## src/rtl/rs_multi_cdb.sv

```systemverilog
// Reservation station with NUM_CDB wakeup buses, lowest-free dispatch and a hold-until-accepted issue port.
// Build with RS_AGE_SELECT_EN defined to select the oldest ready entry instead of the lowest-index one.
module rs_multi_cdb #(
  parameter int DEPTH   = 8,
  parameter int ROB_W   = 4,
  parameter int OP_W    = 5,
  parameter int NUM_CDB = 2,
  localparam int IDX_W  = $clog2(DEPTH),
  localparam int CNT_W  = IDX_W + 1
) (
  input  logic                     clk,
  input  logic                     rst,
  input  logic                     rdy,
  input  logic                     flush,
  input  logic                     disp_valid,
  output logic                     disp_ready,
  input  logic [OP_W-1:0]          disp_op,
  input  logic [ROB_W-1:0]         disp_rob_id,
  input  logic [31:0]              disp_vj,
  input  logic [31:0]              disp_vk,
  input  logic                     disp_has_qj,
  input  logic                     disp_has_qk,
  input  logic [ROB_W-1:0]         disp_qj,
  input  logic [ROB_W-1:0]         disp_qk,
  input  logic [NUM_CDB-1:0]       cdb_valid,
  input  logic [NUM_CDB*ROB_W-1:0] cdb_rob_id,
  input  logic [NUM_CDB*32-1:0]    cdb_value,
  output logic                     iss_valid,
  input  logic                     iss_ready,
  output logic [OP_W-1:0]          iss_op,
  output logic [ROB_W-1:0]         iss_rob_id,
  output logic [31:0]              iss_vj,
  output logic [31:0]              iss_vk,
  output logic [CNT_W-1:0]         rs_count,
  output logic                     rs_full
);

  localparam logic [CNT_W-1:0] FULL_CNT = CNT_W'(DEPTH);

  logic [DEPTH-1:0] busy, has_qj, has_qk, ready;
  logic [OP_W-1:0]  op_q  [DEPTH];
  logic [ROB_W-1:0] rob_q [DEPTH];
  logic [ROB_W-1:0] qj_q  [DEPTH];
  logic [ROB_W-1:0] qk_q  [DEPTH];
  logic [31:0]      vj_q  [DEPTH];
  logic [31:0]      vk_q  [DEPTH];
  logic             lock_vld;
  logic [IDX_W-1:0] lock_idx;
  logic [CNT_W-1:0] count;

  logic [IDX_W-1:0] free_idx, pick_idx, sel;
  logic             pick_found, disp_fire, accept;
  logic [32:0]      wj_hit [DEPTH];
  logic [32:0]      wk_hit [DEPTH];
  logic [32:0]      dj_hit, dk_hit;

  // Returns {hit, value}; the lowest matching channel overrides higher ones.
  function automatic logic [32:0] cdb_match(input logic [ROB_W-1:0] tag,
                                            input logic [NUM_CDB-1:0] v,
                                            input logic [NUM_CDB*ROB_W-1:0] ids,
                                            input logic [NUM_CDB*32-1:0] vals);
    logic [32:0] r;
    r = '0;
    for (int c = NUM_CDB - 1; c >= 0; c--) begin
      if (v[c] && ids[c*ROB_W +: ROB_W] == tag) r = {1'b1, vals[c*32 +: 32]};
    end
    return r;
  endfunction

  assign ready      = busy & ~has_qj & ~has_qk;
  assign disp_ready = (count < FULL_CNT);
  assign rs_count   = count;
  assign rs_full    = (count == FULL_CNT);

  always_comb begin
    free_idx = '0;
    for (int i = DEPTH - 1; i >= 0; i--) begin
      if (!busy[i]) free_idx = IDX_W'(i);
    end
    dj_hit = cdb_match(disp_qj, cdb_valid, cdb_rob_id, cdb_value);
    dk_hit = cdb_match(disp_qk, cdb_valid, cdb_rob_id, cdb_value);
    for (int i = 0; i < DEPTH; i++) begin
      wj_hit[i] = cdb_match(qj_q[i], cdb_valid, cdb_rob_id, cdb_value);
      wk_hit[i] = cdb_match(qk_q[i], cdb_valid, cdb_rob_id, cdb_value);
    end
  end

`ifdef RS_AGE_SELECT_EN
  // age[i][j] set means entry i was dispatched before entry j.
  logic [DEPTH-1:0] age [DEPTH];

  always_comb begin
    logic older;
    pick_found = 1'b0;
    pick_idx   = '0;
    for (int i = 0; i < DEPTH; i++) begin
      older = 1'b0;
      for (int j = 0; j < DEPTH; j++) older = older | (ready[j] & age[j][i]);
      if (ready[i] && !older) begin
        pick_found = 1'b1;
        pick_idx   = IDX_W'(i);
      end
    end
  end

  always_ff @(posedge clk or negedge rst) begin
    if (!rst) begin
      for (int i = 0; i < DEPTH; i++) age[i] <= '0;
    end else if (rdy) begin
      if (flush) begin
        for (int i = 0; i < DEPTH; i++) age[i] <= '0;
      end else begin
        if (accept) age[sel] <= '0;
        if (disp_fire) begin
          age[free_idx] <= '0;
          for (int j = 0; j < DEPTH; j++)
            age[j][free_idx] <= busy[j] & !(accept && sel == IDX_W'(j));
        end
      end
    end
  end
`else
  always_comb begin
    pick_found = 1'b0;
    pick_idx   = '0;
    for (int i = DEPTH - 1; i >= 0; i--) begin
      if (ready[i]) begin
        pick_found = 1'b1;
        pick_idx   = IDX_W'(i);
      end
    end
  end
`endif

  // A locked entry stays ready until accepted, so lock_vld alone keeps the offer alive.
  assign sel        = lock_vld ? lock_idx : pick_idx;
  assign iss_valid  = rdy & (lock_vld | pick_found);
  assign accept     = iss_valid & iss_ready;
  assign disp_fire  = rdy & disp_valid & disp_ready & !flush;
  assign iss_op     = iss_valid ? op_q[sel]  : '0;
  assign iss_rob_id = iss_valid ? rob_q[sel] : '0;
  assign iss_vj     = iss_valid ? vj_q[sel]  : '0;
  assign iss_vk     = iss_valid ? vk_q[sel]  : '0;

  always_ff @(posedge clk or negedge rst) begin
    if (!rst) begin
      busy     <= '0;
      has_qj   <= '0;
      has_qk   <= '0;
      lock_vld <= 1'b0;
      lock_idx <= '0;
      count    <= '0;
    end else if (rdy) begin
      if (flush) begin
        busy     <= '0;
        has_qj   <= '0;
        has_qk   <= '0;
        lock_vld <= 1'b0;
        count    <= '0;
      end else begin
        for (int i = 0; i < DEPTH; i++) begin
          if (busy[i] && has_qj[i] && wj_hit[i][32]) has_qj[i] <= 1'b0;
          if (busy[i] && has_qk[i] && wk_hit[i][32]) has_qk[i] <= 1'b0;
        end
        if (accept) begin
          busy[sel] <= 1'b0;
          lock_vld  <= 1'b0;
        end else if (iss_valid) begin
          lock_vld  <= 1'b1;
          lock_idx  <= sel;
        end
        if (disp_fire) begin
          busy[free_idx]   <= 1'b1;
          has_qj[free_idx] <= disp_has_qj & !dj_hit[32];
          has_qk[free_idx] <= disp_has_qk & !dk_hit[32];
        end
        case ({disp_fire, accept})
          2'b10:   count <= count + 1'b1;
          2'b01:   count <= count - 1'b1;
          default: count <= count;
        endcase
      end
    end
  end

  // Payload needs no reset: it is only observed while its entry is busy.
  always_ff @(posedge clk) begin
    if (rdy && !flush) begin
      for (int i = 0; i < DEPTH; i++) begin
        if (busy[i] && has_qj[i] && wj_hit[i][32]) vj_q[i] <= wj_hit[i][31:0];
        if (busy[i] && has_qk[i] && wk_hit[i][32]) vk_q[i] <= wk_hit[i][31:0];
      end
      if (disp_fire) begin
        op_q[free_idx]  <= disp_op;
        rob_q[free_idx] <= disp_rob_id;
        qj_q[free_idx]  <= disp_qj;
        qk_q[free_idx]  <= disp_qk;
        vj_q[free_idx]  <= (disp_has_qj && dj_hit[32]) ? dj_hit[31:0] : disp_vj;
        vk_q[free_idx]  <= (disp_has_qk && dk_hit[32]) ? dk_hit[31:0] : disp_vk;
      end
    end
  end

endmodule

```

## config.mk

```make
export PLATFORM = sky130hd
export DESIGN_NAME = rs_multi_cdb
export DESIGN_NICKNAME = d
export VERILOG_FILES = /design/src/rtl/rs_multi_cdb.sv
export SDC_FILE = /design/constraint.sdc
export NUM_CORES = 2
export LEC_CHECK = 0
export CAP_MARGIN = 20
export CORE_UTILIZATION = 40
export DETAILED_ROUTE_END_ITERATION = 10
export SLEW_MARGIN = 20
export SYNTH_ARGS = -nofsm -noshare
export SYNTH_HDL_FRONTEND = slang
export SYNTH_SLANG_ARGS = --single-unit
```

## constraint.sdc

```tcl
create_clock -name clk -period 4.29 [get_ports clk]
set_input_delay 0.858 -clock clk [delete_from_list [all_inputs] [get_ports clk]]
set_output_delay 0.858 -clock clk [all_outputs]
set_load 0.01 [all_outputs]
```

# Word-level counts from Yosys, hierarchy flattened
# Memory sizes are Yosys's and may differ from the RTL's.
# Cells that the tools add are included.
# Widths: inputs -> output; s select.
dict set report classes {
  addsub 2
  n_lt_le_gt_ge 5
  eq_ne 39
  n_mux 186
  bitwise_logic 17
  n_reduce_logical 81
}
# cell n
set ops {}
lappend ops {{$mux 33} 36}
lappend ops {{$eq 4x4->1} 36}
lappend ops {{$mux 32} 4}
lappend ops {{$mux 1} 112}
lappend ops {{$logic_and 1x1->1} 73}
lappend ops {{$mux 8} 9}
lappend ops {{$mux 3} 17}
lappend ops {{$and 8x8->8} 3}
lappend ops {{$not 8->8} 3}
lappend ops {{$bwmux 8} 2}
lappend ops {{$lt 3x4->1 const B} 2}
lappend ops {{$mux 4} 2}
lappend ops {{$or 8x8->8} 1}
lappend ops {{$pmux 4 s2} 1}
lappend ops {{$and 1x1->1} 7}
lappend ops {{$demux 1 s3} 2}
lappend ops {{$ge 3x1->1 const B} 2}
lappend ops {{$reduce_bool 3->1} 2}
lappend ops {{$mux 5} 1}
lappend ops {{$add 4x1->4 const B} 1}
lappend ops {{$eq 4x4->1 const B} 1}
lappend ops {{$lt 4x4->1 const B} 1}
lappend ops {{$reduce_and 2->1} 2}
lappend ops {{$reduce_and 4->1} 1}
lappend ops {{other kinds (6)} 9}
dict set report totals {
  ff_bits 32
  mem_bits_rw 648
  input_bits 163
  word_cells 342
  memories 6
}
# name depth width read_ports rd_clocked_by_memory_dff write_ports line
set memory_table {}
lappend memory_table {vj_q 8 32 1 0 9 45} ;# logic [31:0] vj_q [DEPTH];
lappend memory_table {vk_q 8 32 1 0 9 46} ;# logic [31:0] vk_q [DEPTH];
lappend memory_table {op_q 8 5 1 0 1 41} ;# logic [OP_W-1:0] op_q [DEPTH];
lappend memory_table {qj_q 8 4 8 0 1 43} ;# logic [ROB_W-1:0] qj_q [DEPTH];
lappend memory_table {qk_q 8 4 8 0 1 44} ;# logic [ROB_W-1:0] qk_q [DEPTH];
lappend memory_table {rob_q 8 4 1 0 1 42} ;# logic [ROB_W-1:0] rob_q [DEPTH];

# Longest topological paths before layout
dict set report logic_depth {
  ltp_word 24
  ltp_mapped 11
  depth_no_buf 10
}

# Least setup slack after synthesis
# No wires, ideal clock.
dict set report synth_path {
  path_kind {input-to-reg}
  startpoint {input cdb_rob_id[1]}
  endpoint {memory vj_q[6][0] (enable)}
  arrival_time_ps 4394
  required_time_ps 3824
  slack_ps -569
  cell_stages 6
  path_buffers 2
  cell_sequence {buf_2 xor2_1 nor4_2 a31oi_1 clkbuf_1 o21ai_0}
}
# element line
set synth_lines {}
lappend synth_lines {{start, declared} 26} ;# input logic [NUM_CDB*ROB_W-1:0] cdb_rob_id,
lappend synth_lines {{end, declared} 45}

# Final worst setup path
dict set report layout_path {
  startpoint {register has_qk[7]}
  endpoint {output iss_vk[0]}
}
dict set report layout_via {
  elab_chain_cells 13
  elab_cells_between_ends 23
}
# element line
set layout_rtl {}
lappend layout_rtl {{start, declared} 40} ;# logic [DEPTH-1:0] busy, has_qj, has_qk, ready;
lappend layout_rtl {{start signal, assigned by index} 175} ;# has_qk[free_idx] <= disp_has_qk & !dk_hit[32];
lappend layout_rtl {{$not 8->8 (*)} 70} ;# assign ready = busy & ~has_qj & ~has_qk;
lappend layout_rtl {{$and 8x8->8 (*)} 70}
lappend layout_rtl {{$mux 3 / $mux 1 (equally long branches) (8 in a row)} 127} ;# if (ready[i]) begin
lappend layout_rtl {{$mux 3 / $or 1x1->1 (equally long branches)} {136, 137}}
lappend layout_rtl {{$mem_v2 8x32 / $and 1x1->1 (equally long branches)} n/a}
lappend layout_rtl {{$mux 32 (*)} 143} ;# assign iss_vk = iss_valid ? vk_q[sel] : '0;
lappend layout_rtl {{end, declared} 33} ;# output logic [31:0] iss_vk,
# Mark *: on every way between the ends. The rest lies on a longest branch, timed or not.

==> impl_metrics.ini <==
[placement]
routabilityCongestion = 0.8771
dpl.hpwl_um = 96630
dpl-instance-area_um2 = 46660
placed_cells_incl_taps = 4825
io_buffers = 242

[floorplan]
row_count = 117
boundaryPins = 243
die_width_um = 324.2
floorplan.core_area_um2 = 102300
initial_utilization_pct = 40.58
fp.dieH_um = 324.2
die_area_um2 = 105100

[outcome]
run_status = complete, but fails checks
violations = negative setup slack

[detailed_routing]
vias_per_cell = 6.610
route.final.wire_length_um = 166500
route.detailed.wl_per_inst_um = 33.07
via_count = 33286
violation_count_after_the_first_detailed_routing_iteration = 4755
detail_route.first_pass.iterations = 6
number_of_nets_still_failing_antenna_checks_after_routing = 0
drt_drc_violations_left = 0

[power]
ir_drop_uv = 301.5
power_density_nw_per_um2 = 342.0
power_leakage_uw = 0.01563
finalPower_uw = 17130

[clocking]
clkSlewWorstSetupHoldPaths_ns = 0.06
h_tree_levels = 3
numCtsBuffers = 80
max-clock-path-buffers = 3
tritoncts_clock_tree = built
clock_tree_root = clkbuf_16
cts-hold-fix-buffers = 0
tritoncts_num_sinks = 680
worstSkewPairLatency_ns = 0.67

[setup_path]
endpoint = iss_vk[0]
worst-r2r-setup-slack_ns = 1.39
timing_worst_setup_path_type = reg -> out
critical_path_arrival_ns = 3.44
critPathLaunch = has_qk[7]
critical_path_required_ns = 3.43
critical_path.startpoint_type = register
r2r_cells = 12
critical_path_peak_fanout = 8
worstReg2RegStart = has_qk[0]
rr_endpoint = rs_count[3]
critical_path.endpoint_type = primary output

[global_routing]
grt_first_pass_wirelength_um = 236900
grt_max_degree = 79
gr-usage-all-layers_pct = 31.46
grt_pass1_vias = 32911
antenna_violations_before_repair = 14
globalRoute.totalOverflow = 0

[sta]
post-route-min-period_ns = 4.297
grt_setup_unrepaired = yes
slew_viol_final = 0
worst_slew_pin_slew_ns = 1.096
whs_ns = 0.5103
clock.fmax_mhz = 232.7
worst_slack_ns = -0.006572
final_total_negative_setup_slack_ns = -0.006572
timing.slew.headroom_pct = 26.70
fin_crit_sh_pct = 100.2
clock_skew_ns = 0.03664
final_hold_viol_count = 0
finalSetupViolations = 1

[yosys]
syn_nets = 3609
synth_ff_type = edfxtp_1
ys_ff_latch = 680
synth_area_per_cell_um2 = 12.06
postSynth.asyncResetShare_pct = 4.706
synthesis.yosys.warnings = 0
seq_area_frac_synth_pct = 48.79
post_synth_design_cell_area_um2 = 41520
synth_enable_flop_cells = 648
post_synth_inst_count = 3444
synth_cell_type_count = 62

[final_layout]
post_route_cells_drive_above_1_share_pct = 20.31
nNetsFinal = 3763
layout.cells.non_filler = 5036
syn_to_final_growth_pct = 20.64
postLayoutCellArea_um2 = 50090
fillers = 8900

[job]
maximum_capacitance_violations = 0

[worst_hold_path]
min_path_type = reg -> reg
timing.hold.worst.start = lock_idx[2]
[where the power goes]
group	switching [uW]	internal, uW
Combinational	1640	1170
Sequential	50.1	7320
Clock	2940	4020
[per-layer routing]
| layer | vias up | share of wire (%) | GRT usage [%] |
|---|---|---|---|
| li1 | 13706 | - | - |
| met1 | 16582 | 39 | 42.66 |
| met2 | 2483 | 44 | 48.11 |
| met3 | 491 | 12 | 7.097 |
| met4 | 24 | 4.7 | 14.00 |
| met5 | - | 0.090 | 0 |
[sequential cells by signal, summed over array words and instances, names as in the netlist]
register / flops
busy: 8
has_qj: 8
has_qk: 8
lock_idx: 3
lock_vld: 1
op_q: 40
qj_q: 32
qk_q: 32
rob_q: 32
rs_count: 4
vj_q: 256
vk_q: 256
[synthesized netlist by cell type (all sizes together), types with 3 or more instances]
cell / number / area share [%]
edfxtp: 648 / 47
mux2i: 523 / 13
clkbuf: 310 / 2.8
o21ai: 280 / 3.4
or3: 256 / 3.9
o31ai: 198 / 3.6
nand2: 171 / 1.5
mux4: 146 / 7.9
buf: 136 / 1.8
o22ai: 128 / 1.9
xor2: 109 / 2.3
a22o: 90 / 1.9
inv: 85 / 0.77
a2bb2oi: 64 / 1.8
nand3b: 64 / 1.2
xnor2: 38 / 0.80
dfrtp: 32 / 1.9
nor2: 22 / 0.20
a31oi: 20 / 0.32
nor3: 20 / 0.27
nor4: 17 / 0.64
a21oi: 13 / 0.18
nand3: 11 / 0.13
a41o: 9 / 0.22
and2: 5 / 0.075
nor3b: 5 / 0.11
a31o: 4 / 0.084
nand4b: 4 / 0.084
o2bb2ai: 4 / 0.084
a21boi: 3 / 0.054
and3: 3 / 0.045
nand4: 3 / 0.045
[final cells by class]
type | count | area, um2 | share of cell area, %
diodes | 4 | 10.01 | 0.01998
clock buffers | 102 | 2127 | 4.246
clock inverters | 46 | 484.2 | 0.9666
inverters | 85 | 321.6 | 0.6419
multi-input cells | 2233 | 19590 | 39.10
flip-flops and latches | 680 | 20260 | 40.45
well taps | 1368 | 1712 | 3.417
repair buffers | 518 | 5588 | 11.15
[logic make-up after synthesis]
family	Yosys count	share of synthesized area (%)
muxes	671	20.58
AOI/OAI and AO/OA	823	13.74
adders and majority gates	2	0.06026
DFF	680	48.79
and+or+nand+nor	590	8.341
buffers and inverters	531	5.379
xor gates and xnor gates	147	3.101
[worst min-delay path by stage]
| stage | end | cells after the start | slack [ns] |
|---|---|---|---|
| 2_1_floorplan | lock_idx[2] | 1 | 0.48 |
| 3_5_place_dp | lock_idx[2] | 1 | 0.50 |
| 3_3_place_gp | lock_idx[2] | 1 | 0.49 |
| 6_report | lock_idx[2] | 1 | 0.51 |
| 4_1_cts | lock_idx[2] | 1 | 0.51 |
| 5_1_grt | lock_idx[2] | 1 | 0.55 |
[worst max-delay path, cell delays in order, from the launching register on]
cell and delay, ns:
dfrtp_1 0.39, nor3b_2 0.27, a21oi_2 0.08, o31ai_2 0.25
a22o_4 0.23, buf_6 0.17, buf_16 0.17, buf_4 0.13
mux4_2 0.50, a22o_4 0.28, dlygate4sd2_1 0.30
[what timing repair did]
| item | 4_1_cts | 5_1_grt |
|---|---|---|
| pin swaps | 18 | 11 |
| endpoints found under the setup margin | 73 | 68 |
| cloned | 10 | 1 |
| resized for setup | 143 | 29 |
| setup buffers | 46 | 5 |
| endpoints found under the hold margin | 0 | 0 |
[layout by cell type, fill, tap and decap left out, drive strengths merged, types with 22 or more instances in the layout]
cell	instances
mux2i	523
o31ai	198
buf	283
a2bb2oi	64
dlygate4sd2	48
clkdlybuf4s50	167
mux4	146
clkbuf	110
nor2	22
dfrtp	32
o21ai	280
nand3b	64
clkinv	30
a22o	90
nand2	171
o22ai	128
inv	88
edfxtp	648
xor2	109
or3	256
xnor2	38
[stage by stage]
stage | setup WS [ns] | util, %
finish | -0.006572 | 48.95
floorplan | 0.2987 | -
global placement | 0.2473 | 45.60
CTS | -0.01120 | 48.92
detailed placement | 0.2237 | 45.60
global route | -0.08014 | 48.95
Note: power is estimated with default switching activity, not from simulation.
